## config.mk

```make
export PLATFORM = sky130hd
export DESIGN_NAME = axi_burst_master
export DESIGN_NICKNAME = d
export VERILOG_FILES = /design/src/rtl/axi_burst_pkg.sv /design/src/rtl/axi_burst_master.sv
export SDC_FILE = /design/constraint.sdc
export NUM_CORES = 1
export LEC_CHECK = 0
export ABC_AREA = 1
export CORE_AREA = 2 2 127 129
export DETAILED_ROUTE_END_ITERATION = 10
export DIE_AREA = 0 0 129 131
export PLACE_DENSITY_LB_ADDON = 0.12
export SLEW_MARGIN = 10
export SYNTH_ARGS = -nofsm -noshare
export SYNTH_HDL_FRONTEND = slang
export SYNTH_SLANG_ARGS = --single-unit
```

## constraint.sdc

```tcl
create_clock -name clk_i -period 1.8 [get_ports clk_i]
set_input_delay 0.27 -clock clk_i [delete_from_list [all_inputs] [get_ports clk_i]]
set_output_delay 0.27 -clock clk_i [all_outputs]
set_load 0.01 [all_outputs]
```

## src/rtl/axi_burst_pkg.sv

```systemverilog
// Shared constants and state encoding for axi_burst_master.
// AXI_ID_WIDTH normally comes from the AXI definitions header; a fallback keeps standalone builds working.
`ifndef AXI_ID_WIDTH
`define AXI_ID_WIDTH 4
`endif

package axi_burst_pkg;

  localparam int unsigned DATA_W = 32;
  localparam int unsigned ADDR_W = 32;
  localparam int unsigned LEN_W  = 8;
  localparam int unsigned CNT_W  = 9;

  localparam logic [2:0] ST_IDLE = 3'd0;
  localparam logic [2:0] ST_AR   = 3'd1;
  localparam logic [2:0] ST_R    = 3'd2;
  localparam logic [2:0] ST_AW   = 3'd3;
  localparam logic [2:0] ST_W    = 3'd4;
  localparam logic [2:0] ST_B    = 3'd5;

  typedef enum logic [2:0] {
    S_IDLE = ST_IDLE,
    S_AR   = ST_AR,
    S_R    = ST_R,
    S_AW   = ST_AW,
    S_W    = ST_W,
    S_B    = ST_B
  } state_t;

  localparam logic [2:0] AXSIZE_4B     = 3'b010;
  localparam logic [1:0] BURST_INCR    = 2'b01;
  localparam logic [3:0] CACHE_DEFAULT = 4'b0011;

endpackage

```

## src/rtl/axi_burst_master.sv

```systemverilog
// Single-outstanding AXI4 burst master: one command -> one sequential AW/W/B or AR/R transaction.
// Optional response checking and the err_o port are enabled by BURST_MASTER_RESP_CHECK_EN.
module axi_burst_master
  import axi_burst_pkg::*;
#(
  parameter logic [`AXI_ID_WIDTH-1:0] ID_P = '0
) (
  input  logic                     clk_i,
  input  logic                     rst_i,
  input  logic                     cmd_valid_i,
  output logic                     cmd_ready_o,
  input  logic                     cmd_write_i,
  input  logic [ADDR_W-1:0]        cmd_addr_i,
  input  logic [LEN_W-1:0]         cmd_len_i,
  input  logic [DATA_W-1:0]        wr_data_i,
  input  logic                     wr_valid_i,
  output logic                     wr_ready_o,
  output logic [DATA_W-1:0]        rd_data_o,
  output logic                     rd_valid_o,
  output logic                     rd_last_o,
  input  logic                     rd_ready_i,
  output logic                     done_o,
`ifdef BURST_MASTER_RESP_CHECK_EN
  output logic                     err_o,
`endif
  output logic [`AXI_ID_WIDTH-1:0] AXI_AWID,
  output logic [ADDR_W-1:0]        AXI_AWADDR,
  output logic [LEN_W-1:0]         AXI_AWLEN,
  output logic [2:0]               AXI_AWSIZE,
  output logic [1:0]               AXI_AWBURST,
  output logic                     AXI_AWLOCK,
  output logic [3:0]               AXI_AWCACHE,
  output logic [2:0]               AXI_AWPROT,
  output logic [3:0]               AXI_AWQOS,
  output logic                     AXI_AWVALID,
  input  logic                     AXI_AWREADY,
  output logic [DATA_W-1:0]        AXI_WDATA,
  output logic [3:0]               AXI_WSTRB,
  output logic                     AXI_WLAST,
  output logic                     AXI_WVALID,
  input  logic                     AXI_WREADY,
  input  logic [`AXI_ID_WIDTH-1:0] AXI_BID,
  input  logic [1:0]               AXI_BRESP,
  input  logic                     AXI_BVALID,
  output logic                     AXI_BREADY,
  output logic [`AXI_ID_WIDTH-1:0] AXI_ARID,
  output logic [ADDR_W-1:0]        AXI_ARADDR,
  output logic [LEN_W-1:0]         AXI_ARLEN,
  output logic [2:0]               AXI_ARSIZE,
  output logic [1:0]               AXI_ARBURST,
  output logic                     AXI_ARLOCK,
  output logic [3:0]               AXI_ARCACHE,
  output logic [2:0]               AXI_ARPROT,
  output logic [3:0]               AXI_ARQOS,
  output logic                     AXI_ARVALID,
  input  logic                     AXI_ARREADY,
  input  logic [`AXI_ID_WIDTH-1:0] AXI_RID,
  input  logic [DATA_W-1:0]        AXI_RDATA,
  input  logic [1:0]               AXI_RRESP,
  input  logic                     AXI_RLAST,
  input  logic                     AXI_RVALID,
  output logic                     AXI_RREADY
);

  state_t            state;
  logic [ADDR_W-1:0] addr_q;
  logic [LEN_W-1:0]  len_q;
  logic [CNT_W-1:0]  cnt_q;
  logic              awvalid_q, arvalid_q, bready_q, done_q;
  logic              in_r, in_w, w_hs, r_hs, r_end, cnt_at_len;
  logic              unused_inputs;

  assign in_r       = (state == S_R);
  assign in_w       = (state == S_W);
  assign cnt_at_len = (cnt_q == CNT_W'(len_q));
  assign w_hs       = in_w && wr_valid_i && AXI_WREADY;
  assign r_hs       = in_r && AXI_RVALID && rd_ready_i;

  // With checking on, a read also terminates at beat len even if RLAST never arrives.
`ifdef BURST_MASTER_RESP_CHECK_EN
  assign r_end = r_hs && (AXI_RLAST || cnt_at_len);
  assign unused_inputs = ^{AXI_BID, AXI_RID, cmd_addr_i[1:0]};
`else
  assign r_end = r_hs && AXI_RLAST;
  assign unused_inputs = ^{AXI_BID, AXI_RID, AXI_BRESP, AXI_RRESP, cmd_addr_i[1:0]};
`endif

  always_ff @(posedge clk_i) begin
    if (rst_i) begin
      state     <= S_IDLE;
      addr_q    <= '0;
      len_q     <= '0;
      cnt_q     <= '0;
      awvalid_q <= 1'b0;
      arvalid_q <= 1'b0;
      bready_q  <= 1'b0;
      done_q    <= 1'b0;
    end else begin
      done_q <= 1'b0;
      case (state)
        S_IDLE: begin
          cnt_q <= '0;
          if (cmd_valid_i) begin
            addr_q <= {cmd_addr_i[ADDR_W-1:2], 2'b00};
            len_q  <= cmd_len_i;
            if (cmd_write_i) begin
              state     <= S_AW;
              awvalid_q <= 1'b1;
            end else begin
              state     <= S_AR;
              arvalid_q <= 1'b1;
            end
          end
        end
        S_AR: if (AXI_ARREADY) begin
          arvalid_q <= 1'b0;
          state     <= S_R;
        end
        S_R: if (r_hs) begin
          cnt_q <= cnt_q + CNT_W'(1);
          if (r_end) begin
            state  <= S_IDLE;
            done_q <= 1'b1;
          end
        end
        S_AW: if (AXI_AWREADY) begin
          awvalid_q <= 1'b0;
          state     <= S_W;
        end
        S_W: if (w_hs) begin
          cnt_q <= cnt_q + CNT_W'(1);
          if (cnt_at_len) begin
            state    <= S_B;
            bready_q <= 1'b1;
          end
        end
        S_B: if (AXI_BVALID) begin
          bready_q <= 1'b0;
          state    <= S_IDLE;
          done_q   <= 1'b1;
        end
        default: state <= S_IDLE;
      endcase
    end
  end

`ifdef BURST_MASTER_RESP_CHECK_EN
  // Sticky: bad response codes, or RLAST disagreeing with the beat count.
  logic err_q;
  always_ff @(posedge clk_i) begin
    if (rst_i) begin
      err_q <= 1'b0;
    end else if ((state == S_B && AXI_BVALID && AXI_BRESP != 2'b00) ||
                 (r_hs && (AXI_RRESP != 2'b00 || AXI_RLAST != cnt_at_len))) begin
      err_q <= 1'b1;
    end
  end
  assign err_o = err_q;
`endif

  assign cmd_ready_o = (state == S_IDLE) && !rst_i;
  assign done_o      = done_q;

  assign AXI_AWID    = ID_P;
  assign AXI_AWADDR  = addr_q;
  assign AXI_AWLEN   = len_q;
  assign AXI_AWSIZE  = AXSIZE_4B;
  assign AXI_AWBURST = BURST_INCR;
  assign AXI_AWLOCK  = 1'b0;
  assign AXI_AWCACHE = CACHE_DEFAULT;
  assign AXI_AWPROT  = 3'b000;
  assign AXI_AWQOS   = 4'b0000;
  assign AXI_AWVALID = awvalid_q;

  assign AXI_WDATA   = in_w ? wr_data_i : '0;
  assign AXI_WSTRB   = 4'hF;
  assign AXI_WLAST   = in_w && cnt_at_len;
  assign AXI_WVALID  = in_w && wr_valid_i;
  assign wr_ready_o  = in_w && AXI_WREADY;
  assign AXI_BREADY  = bready_q;

  assign AXI_ARID    = ID_P;
  assign AXI_ARADDR  = addr_q;
  assign AXI_ARLEN   = len_q;
  assign AXI_ARSIZE  = AXSIZE_4B;
  assign AXI_ARBURST = BURST_INCR;
  assign AXI_ARLOCK  = 1'b0;
  assign AXI_ARCACHE = CACHE_DEFAULT;
  assign AXI_ARPROT  = 3'b000;
  assign AXI_ARQOS   = 4'b0000;
  assign AXI_ARVALID = arvalid_q;

  assign AXI_RREADY  = in_r && rd_ready_i;
  assign rd_valid_o  = in_r && AXI_RVALID;
  assign rd_data_o   = in_r ? AXI_RDATA : '0;
  assign rd_last_o   = in_r && AXI_RLAST;

endmodule

```

* After elaboration in Yosys (flattened, before gate mapping) *
Index checks and enable logic that the tools add are counted.

cells by class
  muxes and demuxes = 31
  add/sub/neg operators = 1
  eq/ne operators = 16
  reduce and logical (&&, ||, !) cells = 22

operator list
  kind                                                  count
  two-way mux 32 bit                                    2
  one-hot mux 9 bit (3 select lines)                    1
  two-way mux 3 bit                                     8
  two-way mux 9 bit                                     2
  one-hot mux 3 bit (6 select lines)                    1
  two-way mux 1 bit                                     12
  != test 2 bit (second input constant)                 6
  AND reduction 4 bit                                   3
  logical AND 1 bit                                     10
  adder 9 x 1 -> 9 bit (second input constant)          1
  equality test 9 x 8 -> 1 bit                          1
  != test 2 x 1 -> 1 bit (second input constant)        4
  one-hot mux 1 bit (2 select lines)                    4
  AND reduction 8 bit                                   1
  equality test 3 x 2 -> 1 bit (second input constant)  2
  equality test 3 bit (second input constant)           2
  nonzero test 2 bit                                    3
  equality test 3 x 1 -> 1 bit (second input constant)  1
  zero test 3 bit                                       1
  AND reduction 3 bit                                   1
  nonzero test 3 bit                                    1
  two-way mux 2 bit                                     1
  AND reduction 2 bit                                   1
  zero test 1 bit                                       1

storage, ports and cells
  bits in registers = 54
  word-level logic and storage cells = 78
  output and inout bits = 201
  input bits = 128

* Logic depth before layout (Yosys ltp) *
  word-level depth = 7
  depth in mapped cells = 13
  gate-level depth less buffers = 12

* Least setup slack after synthesis *
OpenSTA, ideal clock, no wires.

  kind = register to output
  start point = register state[0]
  end point = output port AXI_WDATA[10]
  arrival time = 1.170 ns
  stages on the path, launching flop included = 5
  slack = 0.360 ns
  buffers on the path = 1
  required time = 1.530 ns
  cell sequence = dfxtp_1 nor2_4 nand2_1 clkbuf_1 nor2_1

between the ends
  longest elaborated chain between the ends = 2

ends and longest elaborated chain
  what                      RTL line                 RTL
  start: declaration        axi_burst_master.sv:65   state_t state;
  start signal: assignment  axi_burst_master.sv:90   state <= S_IDLE;
  start signal: assignment  axi_burst_master.sv:107  state <= S_AW;
  start signal: assignment  axi_burst_master.sv:110  state <= S_AR;
  equality test 3 bit       axi_burst_master.sv:74   assign in_w = (state == S_W);
  two-way mux 32 bit        axi_burst_master.sv:175  assign AXI_WDATA = in_w ? wr_data_i : '0;
  end: declaration          axi_burst_master.sv:37   output logic [DATA_W-1:0] AXI_WDATA,

Every way passes these cells.

* Worst setup path after layout *
  start point = register state[0]
  end point = output port rd_data_o[24]

between the ends
  longest elaborated chain between the ends = 2

ends and longest elaborated chain
  what                          RTL line                 RTL
  equality test 3 x 2 -> 1 bit  axi_burst_master.sv:73   assign in_r = (state == S_R);
  two-way mux 32 bit            axi_burst_master.sv:195  assign rd_data_o = in_r ? AXI_RDATA : '0;
  end: declaration              axi_burst_master.sv:18   output logic [DATA_W-1:0] rd_data_o,

Every way passes these cells.

==> metrics.cfg <==
[run_status]
status = finished, final reports clean

[floorplanning]
io_pins = 329
die-area_um2 = 16900
die_h_um = 131
core.rowCount = 46
die_x_um = 129
core_um2 = 15600
initial_core_util = 0.232

[detailed_routing]
routedWlPerCell_um = 12.4
via_count = 4002
via_per_inst = 3.87
drcViolationCount = 0
route.antenna.remaining_nets = 0
dr.pass1.iters = 4
drt_iter0_markers = 137
finalWirelength_mm = 12.8

[sta]
finalSetupViolCount = 0
min_period_ns = 1.75
fin_crit_sh = 0.971
rsz0062_at_grt = yes
whs_ns = 0.459
hold_violations = 0
fmax_ghz = 0.572
setup_tns_ns = 0
skew_ns = 0.00519
finalMaxSlewViolations = 0

[clocking]
clk_path_buf_depth = 2
cts_tree = built
h-tree-depth = 2
insertion_delay_ns = 0.30
holdBufCountCts = 0
path_clk_slew_ns = 0.07
clock_sinks = 54
cts_buffers = 5
cts_root_buf = clkbuf_16

[grt]
globalRouteTotalUtil = 0.136
grt-ovfl-total = 0
grt_first_pass_wirelength_mm = 18.4
grt_pass1_vias = 3669
grt_max_degree = 39
antenna_found_initial = 0

[setup_path]
critPathBufInv = 2
cp-end-kind = primary output
setup.worst_path.start = state[0]
crit_chain = nand3b_1, buf_12, nor2_1, dlygate4sd2_1
cp_slowest_cell = dfxtp_1
required_ns = 1.53
worstPathArrival_ns = 1.48
crit_family = buffers and inverters
cp-start-kind = flip-flop
crit_fanout = 38
r2r-start = state[0]
crit_type = reg2out
slowest_delay_ns = 0.42

[yosys]
synth_warnings = 0
synthFlopType = dfxtp_1
synthTopCellsByArea = dfxtp_1 (30%), buf_4 (18%), inv_1 (10%), nor2_1 (9.2%), nand2_1 (8.7%)
yosysMostFrequentCell = inv_1
yosysTopAreaCell = dfxtp_1
ys_top_cells_by_count = inv_1 (97), buf_4 (89), nor2_1 (89)
seq_area_frac_synth = 0.299
synth_cells = 569
synth_cell_types = 31
synth.top_cell.area_share = 0.299
syn-mean-instance-area_um2 = 6.35
async_reset_ff_frac = 0
synth_edf_count = 0
synth-seq-cells = 54
syn_area_um2 = 3610

[min_path]
worstHoldPathType = reg2reg
min_from = AXI_BREADY

[final_layout]
synthToLayoutAreaGrowth_pct = 75.4
drive_gt1_frac = 0.102
num_antenna_cells = 0
layoutNonFillerInstCount = 1033
final_util = 0.406
final_nets = 946
nFillCells = 1699

[place]
post-place-cells = 1026
port_buffers = 264
hpwl_mm = 10.3
gp_routability_congestion = 0.784

[power]
ir_drop_mv = 0.480
p_leak_nw = 3.06
power_density_nw_per_um2 = 1010

[flow_run]
maxCapViolCount = 0

==> power breakdown <==
part | total (mW) | internal, mW | switching (mW)
Combinational | 3.75 | 1.87 | 1.88
Sequential | 1.67 | 1.46 | 0.211
Clock | 0.971 | 0.512 | 0.459
==> flip-flops by register name, indices dropped and copies added (netlist names) <==
name         flops
AXI_ARVALID      1
state            3
AXI_AWVALID      1
done_o           1
AXI_ARLEN        8
cnt_q            9
AXI_BREADY       1
AXI_ARADDR      30
==> tightest hold or removal path: cells and delay by family (launching register included) <==
kind | cells | cell delay (ns)
DFF | 1 | 0.32
buffers and inverters | 1 | 0.05
AOI/OAI and AO/OA | 1 | 0.05
==> cell families after synthesis <==
family          count (synthesis)  synth area share
simple gates                  228             0.269
buf+inv                       213             0.320
compound gates                 70             0.104
flops                          54             0.299
other cells                     2           0.00208
xor+xnor                        1           0.00242
fa+ha+maj                       1           0.00346
==> cell type report <==
class | count | area (um^2) | area share
Timing Repair Buffer | 305 | 2880 | 0.455
Multi-Input combinational cell | 350 | 1580 | 0.249
Sequential cell | 54 | 1080 | 0.171
Inverter | 101 | 387 | 0.0610
Tap cell | 216 | 270 | 0.0426
Clock buffer | 5 | 125 | 0.0197
Clock inverter | 2 | 13.8 | 0.00217
==> stage by stage <==
stage	area (um^2)	worst slack [ns]	power [mW]
final	6340	0.0517	6.39
after global routing	6340	-0.0128	6.90
after CTS	6340	-0.0759	6.44
after detailed placement	6280	-0.0765	5.62
after global placement	6280	-0.0686	5.61
after floorplan	3790	0.360	3.70
==> layout by cell type (no fill, tap or decap), drive strengths merged <==
| master | n |
|---|---|
| xor2 | 1 |
| dfxtp | 54 |
| clkdlybuf4s15 | 14 |
| nand4 | 2 |
| nor2 | 91 |
| dlygate4sd2 | 47 |
| nor3 | 2 |
| nand2 | 90 |
| o2111ai | 1 |
| clkdlybuf4s50 | 193 |
| nand3b | 1 |
| clkbuf | 14 |
| conb | 50 |
| a31oi | 2 |
| buf | 42 |
| inv | 102 |
| a21oi | 52 |
| a211oi | 1 |
| ha | 1 |
| clkinv | 1 |
| nand3 | 41 |
| or2 | 1 |
| o21ai | 14 |
==> routing by layer <==
metal | GRT usage | vias up | wire length [um]
met5 | 0 | - | 0
met4 | 0.0269 | 0 | 98
met3 | 0.0448 | 7 | 1060
met2 | 0.231 | 166 | 6390
met1 | 0.169 | 1762 | 5290
li1 | - | 2067 | -
==> worst paths after layout <==
| path | to | slack (ns) | cells after the start |
|---|---|---|---|
| max reg2reg | cnt_q[8] | 0.16 | 9 |
| max | rd_data_o[24] | 0.05 | 4 |
| min reg2reg | AXI_BREADY | 0.46 | 2 |
| min | AXI_BREADY | 0.46 | 2 |
==> what timing repair did <==
item / CTS / global route
setup endpoints to repair: 71 / 19
resized for setup: 79 / 38
buffers inserted: 0 / 0
endpoints found under the hold margin: 0 / 0
Power figures use the tool's default switching activity.
